### src/rtl/cmd_initiator.sv
// Command initiator: turns record read/write requests into UART byte
// transactions toward the controller and returns read data or ack status.
module cmd_initiator #(
  parameter int unsigned TIMEOUT_CYCLES = 100000
) (
  input  logic         clk,
  input  logic         rst_n,
  input  logic         req_valid,
  output logic         req_ready,
  input  logic         req_write,
  input  logic         req_count,
  input  logic [1:0]   req_type,
  input  logic [7:0]   req_index,
  input  logic [511:0] req_wdata,
  output logic [7:0]   tx_data,
  output logic         tx_valid,
  input  logic         tx_ready,
  input  logic [7:0]   rx_data,
  input  logic         rx_valid,
  output logic         rx_ready,
  output logic         rsp_valid,
  input  logic         rsp_ready,
  output logic [511:0] rsp_rdata,
  output logic         rsp_err
);

  localparam int unsigned DW = 512;
  localparam int unsigned BW = 8;
  localparam int unsigned CW = 6;
  localparam int unsigned TW = 32;

  localparam logic [CW-1:0] CNT_LAST = CW'(63);
  localparam logic [CW-1:0] ACK_LAST = CW'(3);
  localparam logic [TW-1:0] TMO_LAST = TW'(TIMEOUT_CYCLES - 1);
  // Acknowledge sequence, first expected byte in the top lane
  localparam logic [31:0]   ACK_SEQ  = 32'h656E_6F44;

  typedef enum logic [2:0] {
    IDLE,
    SEND_CMD,
    SEND_IDX,
    SEND_DATA,
    RECV_DATA,
    RECV_ACK,
    RESP
  } state_t;

  state_t          state_q, state_d;
  logic [CW-1:0]   cnt_q, cnt_d;
  logic [TW-1:0]   tmo_q, tmo_d;
  logic            err_q, err_d;
  logic            write_q, write_d;
  logic [BW-1:0]   idx_q, idx_d;
  logic [DW-1:0]   shift_q, shift_d;
  logic [DW-1:0]   rdata_d;
  logic            rsp_err_d;
  logic [BW-1:0]   tx_data_d;
  logic            req_ready_d;
  logic            tx_valid_d;
  logic            rsp_valid_d;
  logic [BW-1:0]   ack_exp;
  logic            ack_mis;

  // RX is always drained; bytes outside the receive states are dropped
  assign rx_ready = 1'b1;

  // Expected ack byte for the current position in the sequence
  assign ack_exp = ACK_SEQ[{~cnt_q[1:0], 3'b000} +: BW];
  assign ack_mis = (rx_data != ack_exp);

  // State, datapath and registered outputs
  always_ff @(posedge clk or negedge rst_n) begin
    if (!rst_n) begin
      state_q   <= IDLE;
      cnt_q     <= '0;
      tmo_q     <= '0;
      err_q     <= 1'b0;
      write_q   <= 1'b0;
      idx_q     <= '0;
      shift_q   <= '0;
      rsp_rdata <= '0;
      rsp_err   <= 1'b0;
      tx_data   <= '0;
      req_ready <= 1'b0;
      tx_valid  <= 1'b0;
      rsp_valid <= 1'b0;
    end else begin
      state_q   <= state_d;
      cnt_q     <= cnt_d;
      tmo_q     <= tmo_d;
      err_q     <= err_d;
      write_q   <= write_d;
      idx_q     <= idx_d;
      shift_q   <= shift_d;
      rsp_rdata <= rdata_d;
      rsp_err   <= rsp_err_d;
      tx_data   <= tx_data_d;
      req_ready <= req_ready_d;
      tx_valid  <= tx_valid_d;
      rsp_valid <= rsp_valid_d;
    end
  end

  // Next-state, datapath and next-output logic
  always_comb begin
    state_d   = state_q;
    cnt_d     = cnt_q;
    tmo_d     = tmo_q;
    err_d     = err_q;
    write_d   = write_q;
    idx_d     = idx_q;
    shift_d   = shift_q;
    rdata_d   = rsp_rdata;
    rsp_err_d = rsp_err;
    tx_data_d = tx_data;

    unique case (state_q)
      IDLE: begin
        if (req_valid && req_ready) begin
          write_d   = req_write;
          idx_d     = req_count ? '0 : req_index;
          shift_d   = req_wdata;
          rdata_d   = '0;
          err_d     = 1'b0;
          cnt_d     = '0;
          tmo_d     = '0;
          tx_data_d = req_count ? {~req_write, 7'h7F} : {~req_write, 5'b0, req_type};
          state_d   = SEND_CMD;
        end
      end
      SEND_CMD: begin
        if (tx_ready) begin
          tx_data_d = idx_q;
          state_d   = SEND_IDX;
        end
      end
      SEND_IDX: begin
        if (tx_ready) begin
          cnt_d = '0;
          tmo_d = '0;
          if (write_q) begin
            tx_data_d = shift_q[DW-1 -: BW];
            state_d   = SEND_DATA;
          end else begin
            tx_data_d = '0;
            state_d   = RECV_DATA;
          end
        end
      end
      SEND_DATA: begin
        // Payload leaves MSB first through a left-shifting register
        if (tx_ready) begin
          shift_d   = shift_q << BW;
          tx_data_d = shift_q[DW-BW-1 -: BW];
          cnt_d     = cnt_q + CW'(1);
          if (cnt_q == CNT_LAST) begin
            tx_data_d = '0;
            tmo_d     = '0;
            state_d   = RECV_ACK;
          end
        end
      end
      RECV_DATA: begin
        // A byte in the expiry cycle wins over the timeout
        if (rx_valid) begin
          rdata_d[{cnt_q, 3'b000} +: BW] = rx_data;
          cnt_d = cnt_q + CW'(1);
          tmo_d = '0;
          if (cnt_q == CNT_LAST) begin
            rsp_err_d = 1'b0;
            state_d   = RESP;
          end
        end else if (tmo_q == TMO_LAST) begin
          rsp_err_d = 1'b1;
          cnt_d     = '0;
          tmo_d     = '0;
          state_d   = RESP;
        end else begin
          tmo_d = tmo_q + TW'(1);
        end
      end
      RECV_ACK: begin
        // Mismatches are sticky but all four bytes are always consumed
        if (rx_valid) begin
          err_d = err_q | ack_mis;
          cnt_d = cnt_q + CW'(1);
          tmo_d = '0;
          if (cnt_q == ACK_LAST) begin
            rsp_err_d = err_q | ack_mis;
            rdata_d   = '0;
            cnt_d     = '0;
            state_d   = RESP;
          end
        end else if (tmo_q == TMO_LAST) begin
          rsp_err_d = 1'b1;
          cnt_d     = '0;
          tmo_d     = '0;
          state_d   = RESP;
        end else begin
          tmo_d = tmo_q + TW'(1);
        end
      end
      RESP: begin
        if (rsp_ready) begin
          state_d = IDLE;
        end
      end
      default: begin
        state_d = IDLE;
      end
    endcase

    req_ready_d = (state_d == IDLE);
    tx_valid_d  = (state_d == SEND_CMD) || (state_d == SEND_IDX) || (state_d == SEND_DATA);
    rsp_valid_d = (state_d == RESP);
  end

endmodule

### config.mk
export PLATFORM = sky130hd
export DESIGN_NAME = cmd_initiator
export DESIGN_NICKNAME = d
export VERILOG_FILES = /design/src/rtl/cmd_initiator.sv
export SDC_FILE = /design/constraint.sdc
export NUM_CORES = 2
export LEC_CHECK = 0
export ABC_AREA = 1
export BUFFER_PORTS_ARGS = -buffer_cell sky130_fd_sc_hd__buf_4
export CAP_MARGIN = 30
export CORE_AREA = 2 2 420 422
export DETAILED_ROUTE_END_ITERATION = 10
export DIE_AREA = 0 0 422 424
export SLEW_MARGIN = 20
export SYNTH_ARGS = -nofsm -noshare
export SYNTH_HDL_FRONTEND = slang
export SYNTH_SLANG_ARGS = --single-unit
### constraint.sdc
create_clock -name clk -period 3.2 [get_ports clk]
set_input_delay 0.16 -clock clk [delete_from_list [all_inputs] [get_ports clk]]
set_output_delay 0.16 -clock clk [all_outputs]
set_load 0.005 [all_outputs]
# After elaboration in Yosys (flattened, before gate mapping)
# Index checks and enable logic that the tools add are counted.
totals:
  out_inout_bits: 525
  register_bits: 1087
  word_cells: 122
  inputBits: 538
classes:
  reduce_logical: 21
  bitwise_logic: 3
  addsub: 3
  mux: 55
  n_eq_ne: 24
  n_shift: 3
op_table:
  columns: ["cell", "n"]
  rows:
  - ["2-to-1 mux 512 bit", 6]
  - ["case mux 512 bit (3 select lines)", 1]
  - ["case mux 512 bit (2 select lines)", 1]
  - ["bitwise mux 512 bit", 1]
  - ["variable shift 8 x 11 -> 512 bit (first input constant)", 1]
  - ["indexed part select 8 x 11 -> 512 bit", 1]
  - ["2-to-1 mux 32 bit", 6]
  - ["case mux 32 bit (4 select lines)", 1]
  - ["2-to-1 mux 8 bit", 7]
  - ["2-to-1 mux 6 bit", 7]
  - ["2-to-1 mux 3 bit", 12]
  - ["adder 32 x 1 -> 32 bit (second input constant)", 1]
  - ["equality test 32 x 17 -> 1 bit (second input constant)", 1]
  - ["case mux 8 bit (4 select lines)", 1]
  - ["indexed part select 32 x 6 -> 8 bit (first input constant)", 1]
  - ["case mux 6 bit (5 select lines)", 1]
  - ["case mux 3 bit (7 select lines)", 1]
  - ["inequality test 2 bit (second input constant)", 8]
  - ["AND reduction 5 bit", 3]
  - ["equality test 3 x 2 -> 1 bit (second input constant)", 4]
  - ["equality test 3 bit (second input constant)", 4]
  - ["negation 9 -> 11 bit", 1]
  - ["AND reduction 3 bit", 3]
  - ["inequality test 8 bit", 1]
  - ["21 further kinds", 35]

# Longest topological paths before layout
logic_depth:
  depth_word: 7
  ltp_mapped: 13

# Worst setup path before layout
# No wires, ideal clock.
synth_timing:
  kind: "flip-flop to flip-flop"
  from: "register cnt_q[0]"
  to: "register rsp_rdata[293]"
  setup_ns: 0.118
  n_path_buf: 0
  path_slack_ns: 0.928
  synth_period_minus_slack_ns: 2.272
  t_arrival_ns: 2.153
  path_stages_with_launch: 14
  path_cell_list: "dfrtp_1 -> inv_1 -> ha_1 -> inv_1 -> nand2_1 -> nand2_2 -> nor2_4 -> nand3_2 -> nor2_1 -> nand2_1 -> nor2_2 -> nand2_1 -> nand3_1 -> nand2_1"
synth_via:
  elab_chain_cells: 5
synth_lines:
  columns: ["item", "line_no", "text"]
  rows:
  - ["from (decl)", "49", "logic [CW-1:0] cnt_q, cnt_d;"]
  - ["from (signal assigned)", "89", "cnt_q <= cnt_d;"]
  - ["negation 9 -> 11 bit", "166", "rdata_d[{cnt_q, 3'b000} +: BW] = rx_data;"]
  - ["indexed part select 8 x 11 -> 512 bit / variable shift 8 x 11 -> 512 bit (equally long branches)", "166", null]
  - ["bitwise mux 512 bit", "166", null]
  - ["2-to-1 mux 512 bit", "165", "if (rx_valid) begin"]
  - ["case mux 512 bit (3 select lines)", "117", "unique case (state_q)"]
  - ["to (signal assigned)", "95", "rsp_rdata <= rdata_d;"]
  - ["to (decl)", "23", "output logic [511:0] rsp_rdata,"]
# Several ways; a longest one is shown, not always the timed one. The select of a mux whose other input is x is not followed.
# A chain may end at the register's enable or synchronous reset.

# Worst setup path after layout
layout_timing:
  from: "register cnt_q[0]"
  to: "register rsp_rdata[302]"
# The elaborated chain is that of the path after synthesis.

==> impl_summary.md <==
Clock tree
Clock tree synthesis found a total of 1087 sinks. The clock-pin slew reported for the worst setup and hold paths after clock tree synthesis is 0.06 ns. TritonCTS built the clock tree. The maximum clock insertion buffer count is 3. The CTS root buffer is clkbuf_16. The clock tree synthesis step divided the H-tree into 3 levels. The number of buffers inserted during clock tree synthesis is 121. The clock insertion delay at the later pin of the skew report is 0.79 ns.

Power and ir drop
Summed over all nets, the switching power comes to 21800 uW. The power share of the combinational group is 37.1%. The worst-case IR drop observed on VDD is 0.7635 mV. The share of total power dissipated in the clock network is 27.2%. After layout, the design draws a total of 53670 uW.

Internal power comes to 31880 uW. In this run, flip-flops and latches consume 35.6% of the power. The power density of the placed cells is 771.8 mW/mm^2.

For this design the static power due to leakage is 0.03259 uW. Of the total power, the share spent switching nets is 40.61%.

Synthesis
The synthesized-area fraction occupied by and/or/nand/nor cells is 29.16%. The number of enable-type register cells in the synthesized netlist is 0. The total standard cell area after synthesis is 0.04858 sq mm. The biggest area contributor in the post-synthesis netlist is dfrtp_1. Summing the areas of all xor and xnor instances in the mapped netlist gives 0.2189% of the synthesized area. The most frequent cell after synthesis is nand2_1. Ranked by instance count, the synthesized netlist is headed by 1920 x nand2_1, 1087 x dfrtp_1, 717 x nor2_1, 627 x nand3_1, 505 x a31oi_1.

The register bit count reported by yosys is 1087. After synthesis, the largest family of logic cells by area is simple AND/OR/NAND/NOR gates. The post-synthesis cell count is 5869. The number of nets handed over by synthesis was 6414.

The complex-gate fraction of the synthesized area is 10.08%. Summing the sequential cell areas from Yosys gives 55.99% of the chip area. The yosys synthesis warning count is 0. The number of different library cells in the post-synthesis netlist is 42. Multiplexer cells account for 0% of the synthesized area. By area the synthesized netlist is led by dfrtp_1 56%, nand2_1 15%, a31oi_1 6.5%, nand3_1 6.5%, nor2_1 5.5%. After synthesis, the mean cell area works out to 8.278 sq um. In the synthesized netlist the dominant register cell turns out to be dfrtp_1. The top cell type by area accounts for 55.99% of the synthesized area.

After Yosys synthesis, full adders, half adders and majority gates account for 0.1803% of the synthesized area. Counting flops with an async set or reset pin after synthesis yields a share of 100.0%.

Worst setup path
The worst register-to-register path begins at cnt_q[0]. The critical path is of the flop to flop type. Among all stages on the critical path, the largest delay is contributed by dfrtp_1. The end of the critical path is rsp_rdata[302]. The startpoint type of the worst setup path is a flop. The critical path runs through a total of 11 cells. STA puts the critical path data required time at 3.85 ns. The highest cell delay on the worst timing path is 0.37 ns. The critical path buffer and inverter count is 4. The nature of the critical path endpoint is a flop. The capturing point of the worst reg2reg path is rsp_rdata[302]. The worst reg2reg path depth is 11. The data arrival time of the worst path is 3.68 ns.

In this run the register-to-register setup slack is 0.18 ns. Among cell families on the critical path, the largest total delay comes from simple AND/OR/NAND/NOR gates. The worst setup path startpoint is cnt_q[0]. Of all nets on the critical path, the largest fanout is 63. The critical path goes through buf_4, ha_1, nand4_1, nand2_4, inv_2, nor2_4, buf_12, buf_12, nand3_1, nand3_1, o21ai_0.

Routing
The met1 layer wirelength in the final routing is 82150 um. The detailed-routed wire length on met2 is 106600 um. The number of DRC markers after the initial detailed-route iteration is 4214. The wire length on met3 is 12820 um.

The via density per instance is 5.001. For this run, design rule violations remaining after detail routing come to 0. The number of nets with antenna violations after routing is 0. The sum of routed wire length over all layers is 216600 um. The per-cell routed wire length is 21.91 um. Signal routing reaches up to met5. The routed layout has 49460 vias. Before antenna repair, the detailed router went through 8 iterations.

STA
The setup skew after layout is 0.05102 ns. The worst slew slack as a fraction of its limit is 40.84%. The slew at the pin closest to its max-slew limit is 0.8841 ns. The setup-violating endpoint count in the final report is 0. The max-slew violation total from the final report came to 0. The final-layout worst hold slack is 0.03564 ns. The final critical path takes up 94.52% of the cycle. Counting I/O delays and the setup requirement, the final critical path takes 3.025 ns. The number of hold violations in the final report is 0.

Setup repair after global routing could not meet its margin everywhere. Based on the critical path, the design can be clocked at up to 0.3306 GHz. The setup total negative slack is 0 ns.

Place
After legalization and detailed placement, the total HPWL measured 157300 um. After detailed placement, the total cell area comes to 0.05968 sq mm. The global placement routability congestion is 0.9080.

The number of buffers inserted by port buffering is 1061.

Run status
The flow ran to the end, and the final reports show no timing, DRC or antenna violations.

Global routing
The number of antenna violations at the first check in global routing is 33. The overall global routing resource usage is 23.38%. The number of global-route vias before repair is 48790. The first global-routing pass estimated 317300 um of wire.

The leftover overflow at the end of global routing is 0. The maximum number of pins on one net before global-route repair is 171.

Floorplanning
The die outline width is 422 um. During I/O placement, the number of pins put on the boundary was 1063. For this configuration, the core starts out at a cell density of 27.77%. Row generation in the floorplan step produced 154 rows. After floorplanning, the core was sized to cover 0.1750 sq mm. The die is 424 um tall. The die covers 0.1789 sq mm.

Final layout
At the end of the flow, the number of nets in the layout was 7965. After routing the design area is 0.06955 sq mm. The layout-stage area growth over the synthesis result is 43.15%. Counting the fill cells in the layout gives 17370. Of the cells placed in the final design, the portion with a size suffix greater than 1 is 20.33%.

Hold path
In this run the worst hold path is classified as input pin to flop.

Flow run
The number of violations of the max-capacitance limit is 0.
-- stage by stage --
stage / util [%] / worst slack (ns) / std cells
2_1_floorplan: - / 0.9285 / 5869
3_3_place_gp: 34.11 / 0.07570 / 9083
3_5_place_dp: 34.11 / -0.001098 / 9083
4_1_cts: 39.66 / 0.01555 / 9861
5_1_grt: 39.75 / -0.04947 / 9886
6_report: 39.75 / 0.1753 / 9889
-- flip-flops by register name, summed over array words and instances, names as in the netlist --
name,count
req_ready,1
shift_q,512
rsp_err,1
tx_valid,1
state_q,3
tx_data,8
tmo_q,32
cnt_q,6
write_q,1
rsp_valid,1
err_q,1
rsp_rdata,512
idx_q,8
-- final cells by class --
class	instances	area [sq um]	area share, %
diodes	28	70.07	0.1007
clock buffers	176	3495	5.025
clock inverters	48	653.1	0.9391
inverters	149	584.3	0.8402
multi-input cells	4286	19400	27.90
flip-flops and latches	1087	27200	39.11
well taps	2340	2928	4.210
repair buffers	1775	15210	21.87
-- power by group through the flow --
stage	clock (uW)	combinational [uW]	sequential, uW
after floorplan	0	12600	18600
after global placement	0	18900	19200
after detailed placement	0	19200	19300
after CTS	14900	19900	19100
after global routing	15500	22000	19500
final	14600	19900	19100
-- what timing repair did --
item	CTS	global route
hold buffers	553	0
endpoints found under the setup margin	39	167
resized for setup	0	23
endpoints found under the hold margin	962	0
buffers inserted	1	0
pin swaps	1	0
-- cells in the final DEF (no fill, tap or decap), types with 4 or more instances in the layout --
master         count
clkbuf_8          26
buf_4           1182
nor2_4            11
nand3_1          622
dfrtp_1         1086
a22o_1             8
a31oi_1          505
clkbuf_16        121
nand3_2            7
a211oi_1           5
bufinv_16         10
inv_8              4
clkbuf_1          29
ha_1               7
nand4_1           41
clkinvlp_4         7
nand3_4            5
nor2_1           710
nor3_1            43
o21ai_1          198
o21ai_0           96
inv_1            129
dlygate4sd3_1    552
nor2_2            24
xor2_1             7
diode_2           28
inv_2             13
nand2_2           13
buf_12            38
nand2_1         1919
or2_2             11
clkinv_2          20
nor3_2            13
a21oi_1           16
-- metal layers --
metal  vias up  track usage (%)
met2      2157            40.18
met1     24080            27.27
met3       523            3.778
li1      22700                -
met4         2            14.46
met5         -                0
-- how the worst min path moves through the flow --
stage,startpoint,end,slack [ns],cells past startpoint
2_1_floorplan,rst_n,cnt_q[0],-0.14,0
3_3_place_gp,rst_n,rsp_rdata[380],0.23,1
3_5_place_dp,rst_n,rsp_rdata[380],0.23,1
4_1_cts,req_valid,idx_q[0],0.001,6
5_1_grt,req_valid,idx_q[0],0.07,6
6_report,req_valid,idx_q[0],0.04,6
-- worst reg2reg max path, stage by stage (launching register included) --
cell and delay [ns]:
dfrtp_1 0.37, buf_4 0.17, ha_1 0.35, nand4_1 0.28
nand2_4 0.25, inv_2 0.09, nor2_4 0.14, buf_12 0.24
buf_12 0.31, nand3_1 0.43, nand3_1 0.16, o21ai_0 0.09
-- kinds of logic after synthesis --
family / after synthesis
AO/OA/AOI/OAI: 839
flip-flops: 1087
buffers and inverters: 496
other: 1
XOR/XNOR: 10
adder cells (fa/ha/maj): 7
AND/OR/NAND/NOR: 3429
Power figures use the tool's default switching activity.
